**config.mk**
```make
export PLATFORM = sky130hd
export DESIGN_NAME = lru_tree_walker
export DESIGN_NICKNAME = d
export VERILOG_FILES = /design/src/rtl/lru_tree_walker.sv
export SDC_FILE = /design/constraint.sdc
export NUM_CORES = 1
export LEC_CHECK = 0
export ABC_AREA = 1
export CELL_PAD_IN_SITES_DETAIL_PLACEMENT = 1
export CELL_PAD_IN_SITES_GLOBAL_PLACEMENT = 1
export CORE_UTILIZATION = 33
export DETAILED_ROUTE_END_ITERATION = 10
export PLACE_DENSITY = 0.74
export SLEW_MARGIN = 20
export SYNTH_ARGS = -nofsm -noshare
export SYNTH_HDL_FRONTEND = slang
export SYNTH_SLANG_ARGS = --single-unit
```
**constraint.sdc**
```tcl
create_clock -name clk -period 2.15 [get_ports clk]
set_clock_uncertainty 0.15 [all_clocks]
set_input_delay 0.43 -clock clk [delete_from_list [all_inputs] [get_ports clk]]
set_output_delay 0.43 -clock clk [all_outputs]
set_load 0.05 [all_outputs]
```
**src/rtl/lru_tree_walker.sv**
```systemverilog
// -----------------------------------------------------------------------------
// lru_tree_walker
//   Tree-PLRU state owner for one cache set. An accepted hit walks the
//   heap-indexed PLRU tree from the hit way's leaf up to the root, one level
//   per clock. Each visited internal node is rewritten to point away from the
//   accessed subtree. The current victim way is presented continuously.
//
//   Optional build macro: LRU_TREE_ONECYCLE_EN
//     defined   -> the whole leaf-to-root path is written at the accept edge,
//                  and a hit can be accepted every cycle.
//     undefined -> iterative walk, one level per edge (default).
//   Final lru_bits are identical in both builds for any hit sequence.
//
// Ports
//   clk          in   clock, all state updates on posedge
//   rst_n        in   synchronous active-low reset
//   hit_valid    in   hit request
//   hit_way      in   accessed way, sampled only at accept
//   hit_ready    out  hit accepted when hit_valid && hit_ready
//   invalidate   in   clear whole tree, abort any walk (wins over a hit)
//   update_done  out  registered 1-cycle pulse, lru_bits final
//   lru_bits     out  internal node bits, bit i = heap node i (root = 0)
//   victim_way   out  way reached by following lru_bits from the root
//   victim_valid out  victim_way stable (no walk in progress)
// -----------------------------------------------------------------------------
module lru_tree_walker #(
  parameter int s_assoc = 8,
  parameter int s_width = $clog2(s_assoc)
) (
  input  logic               clk,
  input  logic               rst_n,
  input  logic               hit_valid,
  input  logic [s_width-1:0] hit_way,
  output logic               hit_ready,
  input  logic               invalidate,
  output logic               update_done,
  output logic [s_assoc-2:0] lru_bits,
  output logic [s_width-1:0] victim_way,
  output logic               victim_valid
);

  // Node indices span leaves up to 2*s_assoc-2, so one extra bit is needed.
  localparam int NW = s_width + 1;
  typedef logic [NW-1:0] node_t;
  localparam node_t LEAF_BASE = node_t'(s_assoc - 1);

  // Read one internal node bit; leaf indices read as 0.
  function automatic logic rd_bit(input logic [s_assoc-2:0] b, input node_t n);
    rd_bit = 1'b0;
    for (int i = 0; i < s_assoc - 1; i++) begin
      if (node_t'(i) == n) rd_bit = b[i];
    end
  endfunction

  // Return b with internal node n set to v; other bits untouched.
  function automatic logic [s_assoc-2:0] wr_bit(input logic [s_assoc-2:0] b,
                                                input node_t n, input logic v);
    wr_bit = b;
    for (int i = 0; i < s_assoc - 1; i++) begin
      if (node_t'(i) == n) wr_bit[i] = v;
    end
  endfunction

  logic [s_assoc-2:0] lru_q, lru_d;
  logic               done_q, done_d;
  logic               accept_s;
  node_t              leaf_s;
  node_t              vn_s;

`ifdef LRU_TREE_ONECYCLE_EN
  node_t oc_n_s, oc_p_s;
`else
  typedef enum logic {ST_IDLE = 1'b0, ST_WALK = 1'b1} state_e;
  state_e state_q, state_d;
  node_t  node_q, node_d;
  node_t  walk_p_s;
`endif

  // Victim descent: bit 1 steers to the right child (2n+2), 0 to the left.
  always_comb begin
    vn_s = '0;
    for (int l = 0; l < s_width; l++) begin
      vn_s = rd_bit(lru_q, vn_s) ? ((vn_s << 1) + node_t'(2))
                                 : ((vn_s << 1) + node_t'(1));
    end
    victim_way = s_width'(vn_s - LEAF_BASE);
  end

  // Next-state logic for the tree bits, walk pointer and done pulse.
  always_comb begin
    leaf_s = node_t'(hit_way) + LEAF_BASE;
    lru_d  = lru_q;
    done_d = 1'b0;
`ifdef LRU_TREE_ONECYCLE_EN
    hit_ready    = ~invalidate;
    victim_valid = 1'b1;
    accept_s     = hit_valid & hit_ready;
    oc_n_s       = leaf_s;
    oc_p_s       = '0;
    if (invalidate) begin
      lru_d = '0;
    end else if (accept_s) begin
      // Whole path in one go; a left child (odd) makes the parent point right.
      for (int l = 0; l < s_width; l++) begin
        oc_p_s = (oc_n_s - node_t'(1)) >> 1;
        lru_d  = wr_bit(lru_d, oc_p_s, oc_n_s[0]);
        oc_n_s = oc_p_s;
      end
      done_d = 1'b1;
    end else begin
      lru_d = lru_q;
    end
`else
    hit_ready    = (state_q == ST_IDLE) & ~invalidate;
    victim_valid = (state_q == ST_IDLE);
    accept_s     = hit_valid & hit_ready;
    state_d      = state_q;
    node_d       = node_q;
    walk_p_s     = (node_q - node_t'(1)) >> 1;
    if (invalidate) begin
      lru_d   = '0;
      state_d = ST_IDLE;
    end else begin
      case (state_q)
        ST_IDLE: begin
          if (accept_s) begin
            node_d  = leaf_s;
            state_d = ST_WALK;
          end else begin
            node_d = node_q;
          end
        end
        ST_WALK: begin
          // One level per edge; odd node is a left child -> parent bit 1.
          lru_d  = wr_bit(lru_q, walk_p_s, node_q[0]);
          node_d = walk_p_s;
          if (walk_p_s == '0) begin
            state_d = ST_IDLE;
            done_d  = 1'b1;
          end else begin
            state_d = ST_WALK;
          end
        end
        default: begin
          state_d = ST_IDLE;
        end
      endcase
    end
`endif
  end

  // State registers with synchronous active-low reset.
  always_ff @(posedge clk) begin
    if (!rst_n) begin
      lru_q  <= '0;
      done_q <= 1'b0;
`ifndef LRU_TREE_ONECYCLE_EN
      state_q <= ST_IDLE;
      node_q  <= '0;
`endif
    end else begin
      lru_q  <= lru_d;
      done_q <= done_d;
`ifndef LRU_TREE_ONECYCLE_EN
      state_q <= state_d;
      node_q  <= node_d;
`endif
    end
  end

  assign lru_bits    = lru_q;
  assign update_done = done_q;

endmodule

```
== Word level (Yosys, flattened, before mapping) ==
Index checks and enable logic that the tools add are counted.

* Bits in registers: 13
* Input port bits: 7
* Output and inout bits: 13

* Add/subtract/negate cells: 7
* Equal/unequal tests: 19
* Muxes and demuxes: 23
* Bitwise logic cells: 5
* Reduce and logical (&&, ||, !) cells: 13

{| class="wikitable"
|+ Operators by type and width
! operator !! count
|-
| two-way mux 1 bit || 17
|-
| AND reduction 2 bit || 8
|-
| equality test 3 x 4 -> 1 bit (first input constant) || 3
|-
| logical NOT 4 bit || 3
|-
| equality test 3 x 2 -> 1 bit (first input constant) || 3
|-
| equality test 3 bit (first input constant) || 3
|-
| equality test 2 x 4 -> 1 bit (first input constant) || 2
|-
| two-way mux 4 bit || 2
|-
| one-hot mux 4 bit (2 select lines) || 1
|-
| equality test 2 x 3 -> 1 bit (first input constant) || 2
|-
| adder 3 x 1 -> 4 bit (second input constant) || 1
|-
| adder 3 x 2 -> 4 bit (second input constant) || 1
|-
| adder 3 x 3 -> 4 bit (second input constant) || 1
|-
| equality test 1 x 4 -> 1 bit (first input constant) || 1
|-
| equality test 2 bit (first input constant) || 2
|-
| subtractor 4 x 1 -> 4 bit (second input constant) || 1
|-
| adder 3 x 1 -> 3 bit (second input constant) || 1
|-
| adder 3 x 2 -> 3 bit (second input constant) || 1
|-
| equality test 1 x 3 -> 1 bit (first input constant) || 1
|-
| two-way mux 3 bit || 1
|-
| NOT 1 bit || 3
|-
| OR reduction 3 bit || 1
|-
| subtractor 3 bit (second input constant) || 1
|-
| AND 1 bit || 2
|-
| other kinds (5) || 5
|}

== Depth between registers and ports, before layout ==
* Depth in word-level cells: 20
* Mapped depth: 11
* Gate-level depth less buffers: 10

== Worst setup path before layout ==
OpenSTA, ideal clock, no wires.

* Kind: register to output
* Start: register lru_q[0] (netlist: lru_bits[0])
* End: output port victim_way[0]
* Data arrival time: 2.560 ns
* Required time: 1.570 ns
* Setup slack: -0.990 ns
* Stages on the path, launching flop included: 8
* Buffers on the path: 0
* Cells stage by stage: dfxtp_1 > inv_1 > nand2_1 > nand2_1 > ha_1 > inv_1 > o21ai_0 > o221ai_1

* Longest elaborated chain between the ends: 20
* Elaborated cells between the ends (all ways): 34
* Those cells by class: 3 x add/sub; 12 x eq/ne; 17 x mux; 2 x reduce/logical

{| class="wikitable"
|+ Ends and longest elaborated chain
! item !! RTL line !! source
|-
| start: declaration || 64 || <nowiki>logic [s_assoc-2:0] lru_q, lru_d;</nowiki>
|-
| start signal: assignment || 162 || <nowiki>lru_q <= lru_d;</nowiki>
|-
| two-way mux 2 bit || 83 || <nowiki>vn_s = rd_bit(lru_q, vn_s) ? ((vn_s << 1) + node_t'(2))</nowiki>
|-
| logical NOT 4 bit || 51 || <nowiki>if (node_t'(i) == n) rd_bit = b[i];</nowiki>
|-
| two-way mux 1 bit (7 in series) || 51 ||
|-
| two-way mux 4 bit || 83 ||
|-
| logical NOT 4 bit || 51 ||
|-
| two-way mux 1 bit (6 in series) || 51 ||
|-
| two-way mux 1 bit (*) || 51 ||
|-
| two-way mux 3 bit (*) || 83 ||
|-
| subtractor 3 bit (*) || 86 || <nowiki>victim_way = s_width'(vn_s - LEAF_BASE);</nowiki>
|-
| end: declaration || 38 || <nowiki>output logic [s_width-1:0] victim_way,</nowiki>
|}

Every way passes the cells marked *; elsewhere a longest branch is shown, timed or not.

== Worst setup path after layout ==
* Start: register lru_q[0] (netlist: lru_bits[0])
* End: output port victim_way[2]

* Longest elaborated chain between the ends: 20
* Elaborated cells between the ends (all ways): 36
* Those cells by class: 5 x add/sub; 12 x eq/ne; 17 x mux; 2 x reduce/logical

{| class="wikitable"
|+ Ends and longest elaborated chain
! item !! RTL line
|-
| two-way mux 2 bit || 83
|-
| logical NOT 4 bit || 51
|-
| two-way mux 1 bit (7 in series) || 51
|-
| two-way mux 4 bit || 83
|-
| logical NOT 4 bit || 51
|-
| two-way mux 1 bit (7 in series) || 51
|-
| two-way mux 3 bit (*) || 83
|-
| subtractor 3 bit (*) || 86
|}

Marks and branches as above.

==> flow_results.org <==
** Detailed routing
- In this run, the number of DRC markers left after iteration 0 of detailed routing was 7.
- The detail route stage leaves a number of antenna-violating nets equal to 0.
- After detailed routing, the number of vias per cell comes to 5.01.
- Across all layers, the routed design uses 891 vias.
- The first detailed-routing pass took 4 iterations.
- In the routed design, unresolved DRC markers number 0.
- Summed over all layers, the routed wires come to 2.65 mm.
- Mean routed wirelength per cell :: 14.9 um

** Hold path
- Kind of path behind the tightest hold check :: reg2reg

** Synth
- Synthesis produced a netlist whose cell count is 120.
- Post-synthesis cell type count :: 24
- Post-synthesis area per instance :: 6.98 sq um
- Seq cells post-synth :: 13
- Post-synth net total :: 131
- The synthesized netlist occupies a cell area of 837 sq um.
- Sequential area share after synthesis :: 0.311
- Number of warnings printed during yosys synthesis :: 0

** Critical path
- Worst path cell trace :: inv_6 > nand2_4 > nand2_4 > inv_2 > ha_4 > xor2_4 > buf_12
- Along the worst path, the maximum fanout reaches 5.
- For the worst setup path, the data arrival time is 1.55 ns.
- Endpoint kind of the worst setup timing path :: output port
- Required @ worst endpoint :: 1.57 ns
- Longest individual stage delay on the worst path :: 0.39 ns
- Most common cell on crit path :: sky130_fd_sc_hd__nand2_4
- The worst setup path is of the reg2out kind.
- The worst setup path is launched from a flip-flop.
- Slowest cell on the critical path :: sky130_fd_sc_hd__dfxtp_4

** Cells and area
- Net total in the final layout :: 162
- At the end of the flow the core is filled with cells to 0.556.
- In the final layout, the share of cells above drive strength 1 is 0.340.
- ANT cells :: 0
- Fin area :: 1280 sq um
- The area growth from synthesis to layout is 52.5%.

** Clock network
- TritonCTS Buffers :: 3
- The later pin in the worst-skew pair is clocked with a latency of 0.30 ns.
- The tree is rooted in a sky130_fd_sc_hd__clkbuf_4.
- After clock tree synthesis, the clock-pin slew on the worst setup and hold paths is 0.09 ns.
- In this run the number of H-tree levels came out at 1.
- Max Buffers Root-to-Sink :: 2
- Clock Sinks :: 13
- TritonCTS built the clock tree.

** Timing
- In the post-route analysis, the smallest setup slack over all paths is 0.0181 ns.
- Unrepaired setup endpoints after global routing :: yes
- Post-route minimum period :: 2.13 ns
- Measured slew at the worst slew-check pin :: 0.516 ns
- Dividing the final minimum period by the clock period gives 0.992.
- # setup viols final :: 0
- Timing would allow up to 0.469 GHz.
- Number of hold violations in the final report :: 0
- Headroom to the max-slew limit came out at 0.655.
- Final Max Tran Viols :: 0

** Placed design
- Prior to clock tree synthesis, the placed netlist has a worst setup slack of 0.0756 ns.
- The congestion estimate from routability-driven global placement came to 0.788.
- Post-DP HPWL :: 1.85 mm
- Summing all placed instances gives a cell area of 1150 sq um.
- Port Buf Inserts :: 19

** Power
- Power share of the clock group :: 0.276
- Of the total power, the share spent switching nets is 0.368.
- Power per unit of standard cell area :: 476 nW/um^2
- The internal power of the cells totals 384 uW.
- Of the total power, registers draw 0.421.
- For this design the total switching power over the nets is 224 uW.
- Combinational share of power :: 0.303
- IR analysis of the VDD net gives a maximum drop of 0.000343 V.
- Summed over all cells, the static leakage comes to 0.000529 uW.

** Job
- The tool flagged a number of max-cap violations equal to 0.

** Die
- Initial Utilization :: 0.364
- In this run the vertical extent of the chip is 52.4 um.
- Number of placed I/O pins :: 20
- Die ar. :: 2740 sq um
- Std-Cell Core Area :: 2300 sq um
- The die is 52.4 um wide.
- After floorplanning, the core was divided into 17 placement rows.

** GRT
- Number of global-route vias before repair :: 927
- The number of antenna violations at the first check in global routing was 0.
- Global-route usage over all layers :: 0.222
- Maximum number of pins on one net before global-route repair :: 12
- Overall overflow remaining after global route :: 0
- The first global-routing pass estimated 4.35 mm of wire.

** Status
- The flow ran to the end, and the final reports show no timing, DRC or antenna violations.
state kept, by name, summed over array words and instances (netlist names):
| signal | cells |
|---|---|
| lru_bits | 7 |
| node_q | 4 |
| update_done | 1 |
| state_q | 1 |
worst paths after layout:
path              cells past startpoint  slack [ns]   startpoint             to
setup reg to reg                      7        0.28    node_q[0]    lru_bits[5]
hold reg to reg                       2        0.37    node_q[0]    lru_bits[5]
setup / recovery                      7        0.02  lru_bits[0]  victim_way[2]
hold / removal                        2        0.37    node_q[0]    lru_bits[5]
cell usage after synthesis:
library cell | count | area (sq um)
sky130_fd_sc_hd__o31ai_1 | 1 | 7.51
sky130_fd_sc_hd__o21ai_0 | 5 | 25.0
sky130_fd_sc_hd__inv_2 | 4 | 15.0
sky130_fd_sc_hd__inv_1 | 15 | 56.3
sky130_fd_sc_hd__a31oi_1 | 1 | 6.26
sky130_fd_sc_hd__o21ai_1 | 1 | 5.00
sky130_fd_sc_hd__a21oi_1 | 5 | 25.0
sky130_fd_sc_hd__nor2_8 | 1 | 20.0
sky130_fd_sc_hd__nor2_1 | 19 | 71.3
sky130_fd_sc_hd__nand4_1 | 2 | 12.5
sky130_fd_sc_hd__nand2_4 | 2 | 22.5
sky130_fd_sc_hd__ha_1 | 4 | 50.1
sky130_fd_sc_hd__nand2_2 | 5 | 31.3
sky130_fd_sc_hd__xor2_1 | 2 | 17.5
sky130_fd_sc_hd__nand3_2 | 3 | 30.0
sky130_fd_sc_hd__nor3_1 | 1 | 5.00
sky130_fd_sc_hd__nor2_2 | 3 | 18.8
sky130_fd_sc_hd__buf_4 | 1 | 7.51
sky130_fd_sc_hd__nand3_1 | 6 | 30.0
sky130_fd_sc_hd__buf_6 | 1 | 11.3
sky130_fd_sc_hd__nand2_1 | 22 | 82.6
sky130_fd_sc_hd__a21oi_2 | 2 | 17.5
sky130_fd_sc_hd__dfxtp_1 | 13 | 260
sky130_fd_sc_hd__o221ai_1 | 1 | 8.76
layout by cell type, fill, tap and decap left out, drive strengths merged:
master / n
nand2: 29
nor2: 23
inv: 19
buf: 14
clkdlybuf4s50: 13
dfxtp: 13
nand3: 9
a21oi: 7
o21ai: 6
clkbuf: 4
ha: 4
nand4: 2
xor2: 2
o221ai: 1
nor3: 1
o31ai: 1
a31oi: 1
dlymetal6s2s: 1
kinds of logic after synthesis:
family	Yosys count	share of synthesized area
simple gates	64	0.387
buf+inv	21	0.108
fa+ha+maj	4	0.0598
flops	13	0.311
xor+xnor	2	0.0209
compound gates	16	0.114
layout make-up:
type,instances,area (sq um)
Clock buffer,4,26.3
Fill cell,281,1020
Inverter,19,76.3
Multi-Input combinational cell,86,581
Sequential cell,13,269
Tap cell,28,35.0
Timing Repair Buffer,28,289
worst max-delay path: cells and delay by family (launching register included):
kind | cells | cell delay [ns]
xor+xnor | 1 | 0.17
fa+ha+maj | 1 | 0.28
simple gates | 2 | 0.14
flops | 1 | 0.39
buf+inv | 3 | 0.28
per-layer routing:
metal  global-route usage  up-vias  part of all wire
li1                     -      437                 -
met1                0.258      422              0.46
met2                0.388       24              0.48
met5                    0        -                 0
met4               0.0702        0             0.024
met3               0.0609        8             0.038
power groups by stage:
stage / Combinational [uW] / Sequential [uW] / Clock [uW]
3_3_place_gp: 170 / 261 / 0
2_1_floorplan: 124 / 262 / 0
5_1_grt: 200 / 257 / 182
3_5_place_dp: 177 / 261 / 0
4_1_cts: 180 / 256 / 167
6_report: 184 / 256 / 168
through the flow:
| stage | hold WS (ns) | total power (uW) | TNS [ns] | instances |
|---|---|---|---|---|
| floorplan | 0.329 | 386 | 0 | 120 |
| global placement | 0.343 | 431 | 0 | 167 |
| detailed placement | 0.350 | 438 | 0 | 167 |
| CTS | 0.369 | 603 | 0 | 177 |
| global route | 0.391 | 639 | -0.0518 | 178 |
| finish | 0.368 | 608 | 0 | 178 |
timing repair:
item                                    CTS  global route
hold endpoints to repair                  0             0
pin swaps                                 3             7
resized for setup                         9             3
endpoints found under the setup margin    2             2
buffers inserted                          6             1
hold buffers                              0             0
Note: power is estimated with default switching activity, not from simulation.
